### src/rtl/vga_sync_rx.sv
// ============================================================================
// Module      : vga_sync_rx
// Description : Recovers x/y position, line/frame length and lock state from
//               incoming VGA hsync/vsync. Optional two-stage input
//               synchronizer enabled by VGA_SYNC_RX_SYNC_STAGES_EN.
// Revision    : 1.0 - initial release
// ============================================================================
`default_nettype none

module vga_sync_rx #(
  parameter int H_START     = 144,
  parameter int H_ACTIVE    = 640,
  parameter int V_START     = 35,
  parameter int V_ACTIVE    = 480,
  parameter int HS_POL      = 1,
  parameter int VS_POL      = 0,
  parameter int LOCK_FRAMES = 2
) (
  input  logic       clk,
  input  logic       rst_n,
  input  logic       hs_in,
  input  logic       vs_in,
  output logic [9:0] x,
  output logic [9:0] y,
  output logic       active,
  output logic [9:0] h_total,
  output logic [9:0] v_total,
  output logic       locked,
  output logic       err
);

  localparam logic       HS_LVL = (HS_POL != 0);
  localparam logic       VS_LVL = (VS_POL != 0);
  localparam logic [10:0] X_LO  = 11'(H_START);
  localparam logic [10:0] X_HI  = 11'(H_START + H_ACTIVE);
  localparam logic [10:0] Y_LO  = 11'(V_START);
  localparam logic [10:0] Y_HI  = 11'(V_START + V_ACTIVE);
  localparam logic [2:0]  LOCK_N = 3'(LOCK_FRAMES);
  localparam logic [9:0]  CNT_MAX = 10'd1023;
  localparam logic [9:0]  CNT_PRE = 10'd1022;

  typedef enum logic [1:0] {
    ST_SEARCH = 2'd0,
    ST_CHECK  = 2'd1,
    ST_LOCKED = 2'd2
  } state_t;

  logic hs_s, vs_s;

`ifdef VGA_SYNC_RX_SYNC_STAGES_EN
  logic [1:0] hs_sync_q, vs_sync_q;

  always_ff @(posedge clk) begin
    if (!rst_n) begin
      hs_sync_q <= {2{~HS_LVL}};
      vs_sync_q <= {2{~VS_LVL}};
    end else begin
      hs_sync_q <= {hs_sync_q[0], hs_in};
      vs_sync_q <= {vs_sync_q[0], vs_in};
    end
  end

  assign hs_s = hs_sync_q[1];
  assign vs_s = vs_sync_q[1];
`else
  assign hs_s = hs_in;
  assign vs_s = vs_in;
`endif

  logic       hs_prev_q, vs_prev_q;
  logic [9:0] x_q, x_d, y_q, y_d;
  logic [9:0] h_total_q, h_total_d, v_total_q, v_total_d;
  logic       vs_pend_q, vs_pend_d;
  logic       line_bad_q, line_bad_d;
  logic [2:0] cnt_q, cnt_d;
  logic       err_q, err_d;
  state_t     state_q, state_d;

  logic       hs_edge, vs_edge, frame_evt, timeout, mismatch;
  logic       h_match, v_match, frame_ok;
  logic [9:0] x_inc, y_inc;
  logic [2:0] cnt_inc;

  assign hs_edge   = (hs_s == HS_LVL) && (hs_prev_q != HS_LVL);
  assign vs_edge   = (vs_s == VS_LVL) && (vs_prev_q != VS_LVL);
  assign x_inc     = x_q + 10'd1;
  assign y_inc     = y_q + 10'd1;
  assign cnt_inc   = cnt_q + 3'd1;
  assign h_match   = (x_inc == h_total_q);
  assign v_match   = (y_inc == v_total_q);
  // A pending vsync is resolved by the next hsync leading edge.
  assign frame_evt = hs_edge && (vs_pend_q || vs_edge);
  assign timeout   = !hs_edge && (x_q == CNT_PRE);
  // The line closed by this boundary edge counts toward the frame verdict.
  assign frame_ok  = v_match && h_match && !line_bad_q;

  always_comb begin
    x_d        = x_q;
    y_d        = y_q;
    h_total_d  = h_total_q;
    v_total_d  = v_total_q;
    vs_pend_d  = vs_pend_q;
    line_bad_d = line_bad_q;
    cnt_d      = cnt_q;
    state_d    = state_q;
    mismatch   = 1'b0;

    if (hs_edge) begin
      x_d = 10'd0;
    end else if (x_q != CNT_MAX) begin
      x_d = x_inc;
    end

    if (vs_edge) begin
      vs_pend_d = 1'b1;
    end

    if (hs_edge) begin
      h_total_d = x_inc;
      if (!h_match) begin
        line_bad_d = 1'b1;
      end
      if (frame_evt) begin
        y_d        = 10'd0;
        v_total_d  = y_inc;
        vs_pend_d  = 1'b0;
        line_bad_d = 1'b0;
      end else if (y_q != CNT_MAX) begin
        y_d = y_inc;
      end
    end

    case (state_q)
      ST_SEARCH: begin
        if (frame_evt) begin
          state_d = ST_CHECK;
          cnt_d   = 3'd0;
        end
      end
      ST_CHECK: begin
        if (frame_evt) begin
          if (!frame_ok) begin
            cnt_d = 3'd0;
          end else if (cnt_inc >= LOCK_N) begin
            state_d = ST_LOCKED;
            cnt_d   = 3'd0;
          end else begin
            cnt_d = cnt_inc;
          end
        end
      end
      ST_LOCKED: begin
        if ((hs_edge && !h_match) || (frame_evt && !v_match)) begin
          mismatch = 1'b1;
          state_d  = ST_SEARCH;
        end
      end
      default: state_d = ST_SEARCH;
    endcase

    if (timeout) begin
      state_d = ST_SEARCH;
      cnt_d   = 3'd0;
    end

    err_d = timeout || mismatch;
  end

  always_ff @(posedge clk) begin
    if (!rst_n) begin
      hs_prev_q  <= ~HS_LVL;
      vs_prev_q  <= ~VS_LVL;
      x_q        <= 10'd0;
      y_q        <= 10'd0;
      h_total_q  <= 10'd0;
      v_total_q  <= 10'd0;
      vs_pend_q  <= 1'b0;
      line_bad_q <= 1'b0;
      cnt_q      <= 3'd0;
      err_q      <= 1'b0;
      state_q    <= ST_SEARCH;
    end else begin
      hs_prev_q  <= hs_s;
      vs_prev_q  <= vs_s;
      x_q        <= x_d;
      y_q        <= y_d;
      h_total_q  <= h_total_d;
      v_total_q  <= v_total_d;
      vs_pend_q  <= vs_pend_d;
      line_bad_q <= line_bad_d;
      cnt_q      <= cnt_d;
      err_q      <= err_d;
      state_q    <= state_d;
    end
  end

  assign x       = x_q;
  assign y       = y_q;
  assign h_total = h_total_q;
  assign v_total = v_total_q;
  assign err     = err_q;
  assign locked  = (state_q == ST_LOCKED);
  assign active  = locked
                && ({1'b0, x_q} >= X_LO) && ({1'b0, x_q} < X_HI)
                && ({1'b0, y_q} >= Y_LO) && ({1'b0, y_q} < Y_HI);

endmodule

`default_nettype wire
### config.mk
export PLATFORM = sky130hd
export DESIGN_NAME = vga_sync_rx
export DESIGN_NICKNAME = d
export VERILOG_FILES = /design/src/rtl/vga_sync_rx.sv
export SDC_FILE = /design/constraint.sdc
export NUM_CORES = 1
export LEC_CHECK = 0
export CORE_ASPECT_RATIO = 0.9
export CORE_MARGIN = 2
export CORE_UTILIZATION = 53
export CTS_CLUSTER_DIAMETER = 30
export DETAILED_ROUTE_END_ITERATION = 6
export GPL_TIMING_DRIVEN = 0
export PLACE_DENSITY = 0.81
export SYNTH_ARGS = -nofsm -noshare
export SYNTH_HDL_FRONTEND = slang
export SYNTH_SLANG_ARGS = --single-unit
### constraint.sdc
create_clock -name clk -period 2.7 [get_ports clk]
set_clock_uncertainty 0.1 [all_clocks]
set_input_delay 0.675 -clock clk [delete_from_list [all_inputs] [get_ports clk]]
set_output_delay 0.675 -clock clk [all_outputs]
set_load 0.005 [all_outputs]
# Word level (Yosys, flattened, before mapping)

Cells that the tools add are included.

Register bits: 50
Input port bits: 4
Output and inout port bits: 43
Word-level logic and storage cells: 84

Add/subtract/negate cells: 3
$lt $le $gt $ge: 5
Equal/unequal tests: 13
Muxes and demuxes: 20
Bitwise operators: 3
Reduce and logical (&&, ||, !) cells: 29

Operator list:

| operator                                                               | count |
|---|---|
| 10-bit by 1-bit adder with 10-bit output, second input constant        | 2 |
| 10-bit equality test                                                   | 2 |
| 10-bit < comparator, second input constant                             | 2 |
| 10-bit 2-to-1 mux                                                      | 2 |
| 10-bit != test, second input constant                                  | 2 |
| 1-bit logical AND                                                      | 12 |
| 3-bit 2-to-1 mux                                                       | 4 |
| 10-bit equality test, second input constant                            | 1 |
| 10-bit by 6-bit >= comparator with 1-bit output, second input constant | 1 |
| 10-bit by 8-bit >= comparator with 1-bit output, second input constant | 1 |
| 2-bit 2-to-1 mux                                                       | 5 |
| 2-bit != test, second input constant                                   | 5 |
| 1-bit 2-to-1 mux                                                       | 7 |
| 2-bit case mux with 3 select lines                                     | 1 |
| 3-bit case mux with 2 select lines                                     | 1 |
| 2-bit AND reduction                                                    | 3 |
| 5-bit AND reduction                                                    | 1 |
| 1-bit zero test                                                        | 4 |
| 2-bit nonzero test                                                     | 2 |
| 2-bit OR reduction                                                     | 2 |
| 3-bit by 1-bit adder with 3-bit output, second input constant          | 1 |
| 3-bit by 2-bit >= comparator with 1-bit output, second input constant  | 1 |
| 1-bit logical OR                                                       | 3 |
| 1-bit NOT                                                              | 3 |
| 5 further kinds                                                        | 5 |

# Longest topological paths before layout

Gate-level depths: netlist (run 1).

Depth after elaboration: 9
Depth in mapped cells: 9
Gate-level depth less buffers: 9

# Least setup slack after synthesis (run 1)

Ideal clock, no wire load.

Path type: register -> register
Start: register x_q[0], in the netlist x[0]
End: register cnt_q[0]
Setup time: 59 ps
Arrival time: 2379 ps
Data required time: 2541 ps
Path slack: 162 ps
Stages on the path, launching flop included: 10
Path buffers: 1
Period minus slack after synthesis: 2538 ps
Cell sequence: dfxtp_1 > ha_1 > and3_1 > buf_4 > and2_2 > nor2_1 > a2111oi_0 > nand4_1 > nor4_4 > a22o_1

Cells in the longest elaborated chain, start to end: 7
Elaborated cells on any way between the ends: 10
Classes of those cells: add/sub: 1; eq/ne: 2; mux: 3; reduce/logical: 4

RTL lines:

| element                                  | RTL line | RTL |
|---|---|---|
| start, declared                          | 71       | `logic [9:0] x_q, x_d, y_q, y_d;` |
| start signal, assigned                   | 173      | `x_q <= 10'd0;` |
| start signal, assigned                   | 185      | `x_q <= x_d;` |
| 10-bit by 1-bit adder with 10-bit output | 86       | `assign x_inc = x_q + 10'd1;` |
| 10-bit equality test                     | 89       | `assign h_match = (x_inc == h_total_q);` |
| 1-bit logical AND (2 in series)          | 95       | `assign frame_ok = v_match && h_match && !line_bad_q;` |
| 3-bit 2-to-1 mux                         | 142      | `if (!frame_ok) begin` |
| 3-bit 2-to-1 mux                         | 141      | `if (frame_evt) begin` |
| 3-bit case mux with 2 select lines       | 133      | `case (state_q)` |
| end signal, assigned                     | 191      | `cnt_q <= cnt_d;` |
| end, declared                            | 75       | `logic [2:0] cnt_q, cnt_d;` |

Parallel ways exist; a longest one is shown, timed or not. The select of a mux whose other input is x is not followed.
A chain may end at the register's enable or synchronous reset.

# Final worst setup path (run 1)

Start: register y_q[8], in the netlist y[8]
End: output active

Cells in the longest elaborated chain, start to end: 3
Elaborated cells on any way between the ends: 4
Classes of those cells: order compare: 2; reduce/logical: 2

RTL lines:

| element                                         | RTL line | RTL |
|---|---|---|
| start, declared                                 | 71       |  |
| start signal, assigned                          | 186      | `y_q <= y_d;` |
| 10-bit by 6-bit >= comparator with 1-bit output | 205      | `&& ({1'b0, y_q} >= Y_LO) && ({1'b0, y_q} < Y_HI);` |
| 1-bit logical AND                               | 205      |  |
| 1-bit logical AND (*)                           | 205      |  |
| end, declared                                   | 25       | `output logic active,` |

Every way passes the cells marked *; elsewhere a longest branch is shown, timed or not.

==> results.md, run 1 <==
* Status: finished clean
* Post-Synth XOR/XNOR Area at 0.125
* Setup Slack @ Placement at -0.255 ns
* Hold_sp: line_bad_q
* Mapped Area at 2740 um^2
* Post-DP HPWL at 5.07 mm
* Leakage Power at 1.30 nW
* Core Rows at 24
* Die Y at 72.2 um
* Post-route design area at 3540 um^2
* Yosys warning count at 0
* Main combinational cell family by area after synthesis: simple AND/OR/NAND/NOR gates
* Antenna diodes at 0
* Root Driver: clkbuf_8
* Total Routing Usage GR at 0.251
* Total grt overflow at 0
* Internal at 0.00112 W
* Critical path fanouts, max at 9
* Sequential fraction of design power at 0.517
* Post-Syn Instances at 326
* Minimum clock period at 2.64 ns
* Post-synth top flop: dfxtp_1
* # IOs at 47
* Seq cells post-synth at 50
* Number of global-route vias before repair at 2353
* Path depth of the worst reg2reg path at 9
* Slew Limit Fails at 0
* Startpoint Class: flip-flop
* Clock transition at path regs at 0.08 ns
* Final period util at 0.976
* Port Buffers at 46
* FF/Latch Area at 1010 um^2
* Max cap viols at 0
* Clock share of power at 0.351
* Worst Hold Endpoint: line_bad_q
* Fraction of synthesized area in multiplexers at 0.0114
* CTS H-Tree Depth at 2
* R2r endpoint: cnt_q[0]
* Register area share after synthesis at 0.365
* Fillers at 389
* Commonest non-fill, non-tap cells in the layout: dfxtp_1, clkdlybuf4s50_1, nor2_1
* Width of the die at 79.8 um
* Initial antenna violation count at 0
* DR pass1 iterations at 5
* Cts hold-fix bufs at 0
* Total CTS buffers at 5
* R2R Setup Slk at 0.13 ns
* Critical path class: flip-flop to primary output
* DR WL/cell at 16.2 um
* Net Sw Power at 0.000382 W
* Core Region at 4920 um^2
* Hold depth at 2
* Slew headroom at 0.606
* Final wirelength at 7.26 mm
* GPL Wtd Cong at 0.909
* Share of cells above drive strength 1 at 0.110
* Max stage delay on crit path at 0.43 ns
* Initial Utilization at 0.557
* Worst Path Required at 1.92 ns
* Part of the power in combinational logic at 0.132
* Simple-gate share of the synthesized area at 0.227
* CP arrival at 1.86 ns
* Switching share of total power at 0.254
* Worst hold path class: flip-flop to flip-flop
* Skew-Pair Late Insertion Delay at 0.31 ns
* CP max-delay cell: or3_1
* CP cell instances: or3_1 > nand3b_1 > a211oi_2 > dlygate4sd2_1
* Initial DRC Count at 227
* Max Freq at 379 MHz
* Synth Area in Adders at 0.0319
* Routed vias at 2666
* Worst Setup End Kind: primary output
* Crit path from: y[8]
* EDFF count, synth at 0
* Nets at 393
* Maximum vdd drop at 0.452 mV
* Die area at 5770 um^2
* ANT nets after route at 0
* Worst-Margin Slew at 0.591 ns
* Setup Viol. Count Final at 0
* Setup WS post-layout at 0.0649 ns
* Multi-input gate area at 1690 um^2
* Netlist cell types at 54
* Power Density at 425 nW/um^2
* Avg Inst Size Synth at 8.41 um^2
* # clock sinks at 50
* Post-synthesis net count at 337
* Post-synth ARST share at 0
* Area Growth Syn to Fin at 29.0%
* Vias per cell at 5.95
* Hold Fails Final Rpt at 0
* Reg-to-reg startpoint: x[4]
* Total placed instance area at 3280 um^2
* DRC at 0
* CTS Buffer Depth at 2
* Largest net degree at the start of global routing at 16
* Compound-Gate Fraction of Synth Area at 0.186
* First-pass GRT wire length at 11.4 mm
* CTS tree: yes
[what timing repair did]
action,CTS,global route
pin swaps,2,2
resized for setup,8,21
setup buffers,1,4
endpoints found under the setup margin,5,24
[final cells by class]
class | instances | share of cell area
Inverter | 15 | 0.0159
Timing Repair Buffer | 51 | 0.140
Tap cell | 65 | 0.0230
Multi-Input combinational cell | 241 | 0.478
Buffer | 18 | 0.0255
Sequential cell | 50 | 0.286
Clock inverter | 2 | 0.0106
Clock buffer | 6 | 0.0205
[how the worst max path moves through the flow]
stage / slack (ns) / to
floorplan: 0.16 / cnt_q[0]
global placement: -0.25 / y[9]
detailed placement: -0.26 / cnt_q[0]
CTS: 0.01 / cnt_q[0]
global route: -0.01 / cnt_q[0]
finish: 0.06 / active
[metal layers]
layer / up-vias / global-route usage / part of all wire
met4: 0 / 0.0791 / 0.015
met5: - / 0 / 0
li1: 1260 / - / -
met1: 1278 / 0.368 / 0.46
met2: 115 / 0.375 / 0.46
met3: 13 / 0.0473 / 0.065
[synthesized netlist by cell type (4+ instances only)]
library cell  number  share of area
a31oi_1            4         0.0091
nor2b_1            4         0.0091
dfxtp_1           50           0.36
xor2_1            13          0.042
nand2_1           27          0.037
nand4_1            4         0.0091
o21ai_0           17          0.031
a211oi_1           8          0.022
nor2_1            34          0.047
a21o_1             4          0.011
a21oi_1           20          0.036
nand3b_1           4          0.011
nor3_1             5         0.0091
clkbuf_1          13          0.018
buf_4              4          0.011
nand3_1           12          0.022
inv_1             15          0.021
or3_1              5          0.011
and4_1             4          0.013
ha_1               7          0.032
and3_1             4         0.0091
xnor2_1           21          0.067
[worst max-delay path, delay by kind of cell (launching register included)]
kind	cells	cell delay, ns
flip-flops	1	0.41
AND/OR/NAND/NOR	2	0.62
AO/OA/AOI/OAI	1	0.27
buffers and inverters	1	0.26
[stage by stage]
| stage | util | instances | power (W) | TNS, ns | hold WS, ns |
|---|---|---|---|---|---|
| floorplan | - | 326 | 0.000899 | 0 | 0.332 |
| global placement | 0.667 | 437 | 0.000961 | -3.73 | 0.353 |
| detailed placement | 0.667 | 437 | 0.000965 | -4.51 | 0.356 |
| CTS | 0.695 | 445 | 0.00149 | 0 | 0.368 |
| global route | 0.718 | 448 | 0.00157 | -0.0184 | 0.419 |
| finish | 0.718 | 448 | 0.00151 | 0 | 0.373 |
[registers in the layout, summed over array words and instances, names as in the netlist]
name / cells
line_bad_q: 1
hs_prev_q: 1
cnt_q: 3
x: 10
vs_prev_q: 1
h_total: 10
v_total: 10
state_q: 2
err: 1
vs_pend_q: 1
y: 10
[logic make-up after synthesis]
kind of cell | count (synthesis)
simple gates | 118
compound gates | 77
fa+ha+maj | 7
xor+xnor | 36
mux | 3
buf+inv | 35
flops | 50
[power by group through the flow]
stage                     clock [W]  sequential [W]  combinational [W]
after floorplan                   0        0.000792           0.000107
after global placement            0        0.000794           0.000167
after detailed placement          0        0.000795           0.000171
after CTS                  0.000532        0.000778           0.000176
after global routing       0.000568        0.000782           0.000215
final                      0.000528        0.000779           0.000199
Power figures use the tool's default switching activity.
==> run 2, diff against run 1 <==
CORE_UTILIZATION = 50   (was 53)
PLACE_DENSITY = 0.77   (was 0.81)
==> run 2 against run 1 <==
Utilization decreased by 6.5 points. Via count fell by 4.6%. Sequential share of layout area rose by 0.68 points. Global-route usage decreased by 1.8 points. Register-to-register slack about the same. Sequential cell count unchanged. First-iteration DRC count decreased by 24%. Combinational power is 7% lower. Final area shrank 2.4%.
==> results.md, run 2 (same netlist as run 1, synthesis figures left out) <==
* Area Growth Syn to Fin at 25.9%
* Nets at 389
* CTS Buffer Depth at 2
* Die Y at 74.3 um
* Net Sw Power at 0.000378 W
* Total CTS buffers at 5
* Clock share of power at 0.308
* Clock transition at path regs at 0.09 ns
* Skew-Pair Late Insertion Delay at 0.31 ns
* Width of the die at 82.1 um
* Final period util at 0.965
* Initial Utilization at 0.519
* Max cap viols at 0
* Status: finished clean
* Power Density at 404 nW/um^2
* WHS at 0.376 ns
* Switching share of total power at 0.272
* Initial DRC Count at 173
* Core Rows at 25
* Post-route design area at 3450 um^2
* Leakage Power at 1.28 nW
* Commonest non-fill, non-tap cells in the layout: dfxtp_1, clkdlybuf4s50_1, nor2_1
* Port Buffers at 46
* Worst hold path class: flip-flop to flip-flop
* Placed Cells at 439
* Worst Path Required at 1.92 ns
* Multi-input gate area at 1670 um^2
* Core Region at 5290 um^2
* Worst Setup End Kind: primary output
* Share of cells above drive strength 1 at 0.0873
* Worst-Margin Slew at 0.551 ns
* Cts hold-fix bufs at 0
* # IOs at 47
* Vias per cell at 5.71
* DR WL/cell at 15.6 um
* GPL Wtd Cong at 0.882
* Maximum vdd drop at 0.331 mV
* DRC at 0
* Max Freq at 384 MHz
* CP arrival at 1.83 ns
* Slew Limit Fails at 0
* Total placed instance area at 3290 um^2
* DR pass1 iterations at 4
* Die area at 6090 um^2
* Minimum clock period at 2.61 ns
* First-pass GRT wire length at 11.0 mm
* Critical path class: flip-flop to primary output
* Critical path fanouts, max at 9
* # clock sinks at 50
* RSZ-0062 raised after global routing: no
* Sequential fraction of design power at 0.559
* Routed vias at 2543
* Final wirelength at 6.96 mm
* Post-DP HPWL at 5.09 mm
* Total grt overflow at 0
* Most common cell after layout, fill and taps aside: dfxtp_1
* Cell Count, Final, Fillers Out at 445
* FF/Latch Area at 1010 um^2
* Initial antenna violation count at 0
* Number of global-route vias before repair at 2295
* Total Routing Usage GR at 0.233
* Hold Fails Final Rpt at 0
* Setup_tns at 0 ns
* Internal at 0.00101 W
* Slew headroom at 0.633
* Antenna diodes at 0
* ANT nets after route at 0
* Setup Viol. Count Final at 0
* Part of the power in combinational logic at 0.133
* Largest net degree at the start of global routing at 15
* CTS H-Tree Depth at 2
* CTS tree: yes
* Fillers at 464
* Startpoint Class: flip-flop
* Root Driver: clkbuf_8
run 2: final cells by class:
type | instances | share of cell area
Multi-Input combinational cell | 241 | 0.484
Sequential cell | 50 | 0.293
Timing Repair Buffer | 47 | 0.135
Buffer | 18 | 0.0250
Tap cell | 67 | 0.0243
Clock buffer | 5 | 0.0199
Inverter | 15 | 0.0163
Clock inverter | 2 | 0.00290
run 2: repair_timing:
item                       4_1_cts  5_1_grt
pin swaps                        2        2
gates resized for setup          8       14
setup endpoints to repair        5       24
buffers inserted                 0        1
run 2: stage by stage:
step	setup slack (ns)	total power (W)	utilization
after floorplan	0.162	0.000899	-
after global placement	-0.259	0.000962	0.622
after detailed placement	-0.258	0.000967	0.622
after CTS	0.0287	0.00138	0.640
after global routing	0.00567	0.00144	0.653
final	0.0935	0.00139	0.653
run 2: layer usage:
metal  vias up  track usage  share of wire
met2        58        0.343           0.44
met1      1220        0.334           0.50
met4         0        0.100          0.018
met3        12       0.0449          0.043
li1       1253            -              -
met5         -            0              0
run 2: final timing paths:
kind,start,to,slack (ns),cells past startpoint
worst min-delay path,line_bad_q,line_bad_q,0.38,2
worst min register to register,line_bad_q,line_bad_q,0.38,2
worst max register to register,x[6],cnt_q[0],0.13,9
worst max-delay path,y[8],active,0.09,4
run 2: power groups by stage:
stage	Combinational [W]	Sequential, W	Clock (W)
after floorplan	0.000107	0.000792	0
after global placement	0.000168	0.000794	0
after detailed placement	0.000172	0.000795	0
after CTS	0.000175	0.000779	0.000429
after global routing	0.000203	0.000783	0.000454
final	0.000185	0.000779	0.000429
run 2: critical path, cell delays in order (launching register included):
cell	delay, ns
dfxtp_1	0.41
or3_1	0.42
nand3b_1	0.18
a211oi_2	0.26
dlygate4sd2_1	0.26
==> run 3, diff against run 2 <==
CAP_MARGIN = 20   (was unset)
==> results of run 3 <==
The final DEF is identical to that of run 2; final timing and power are the same.
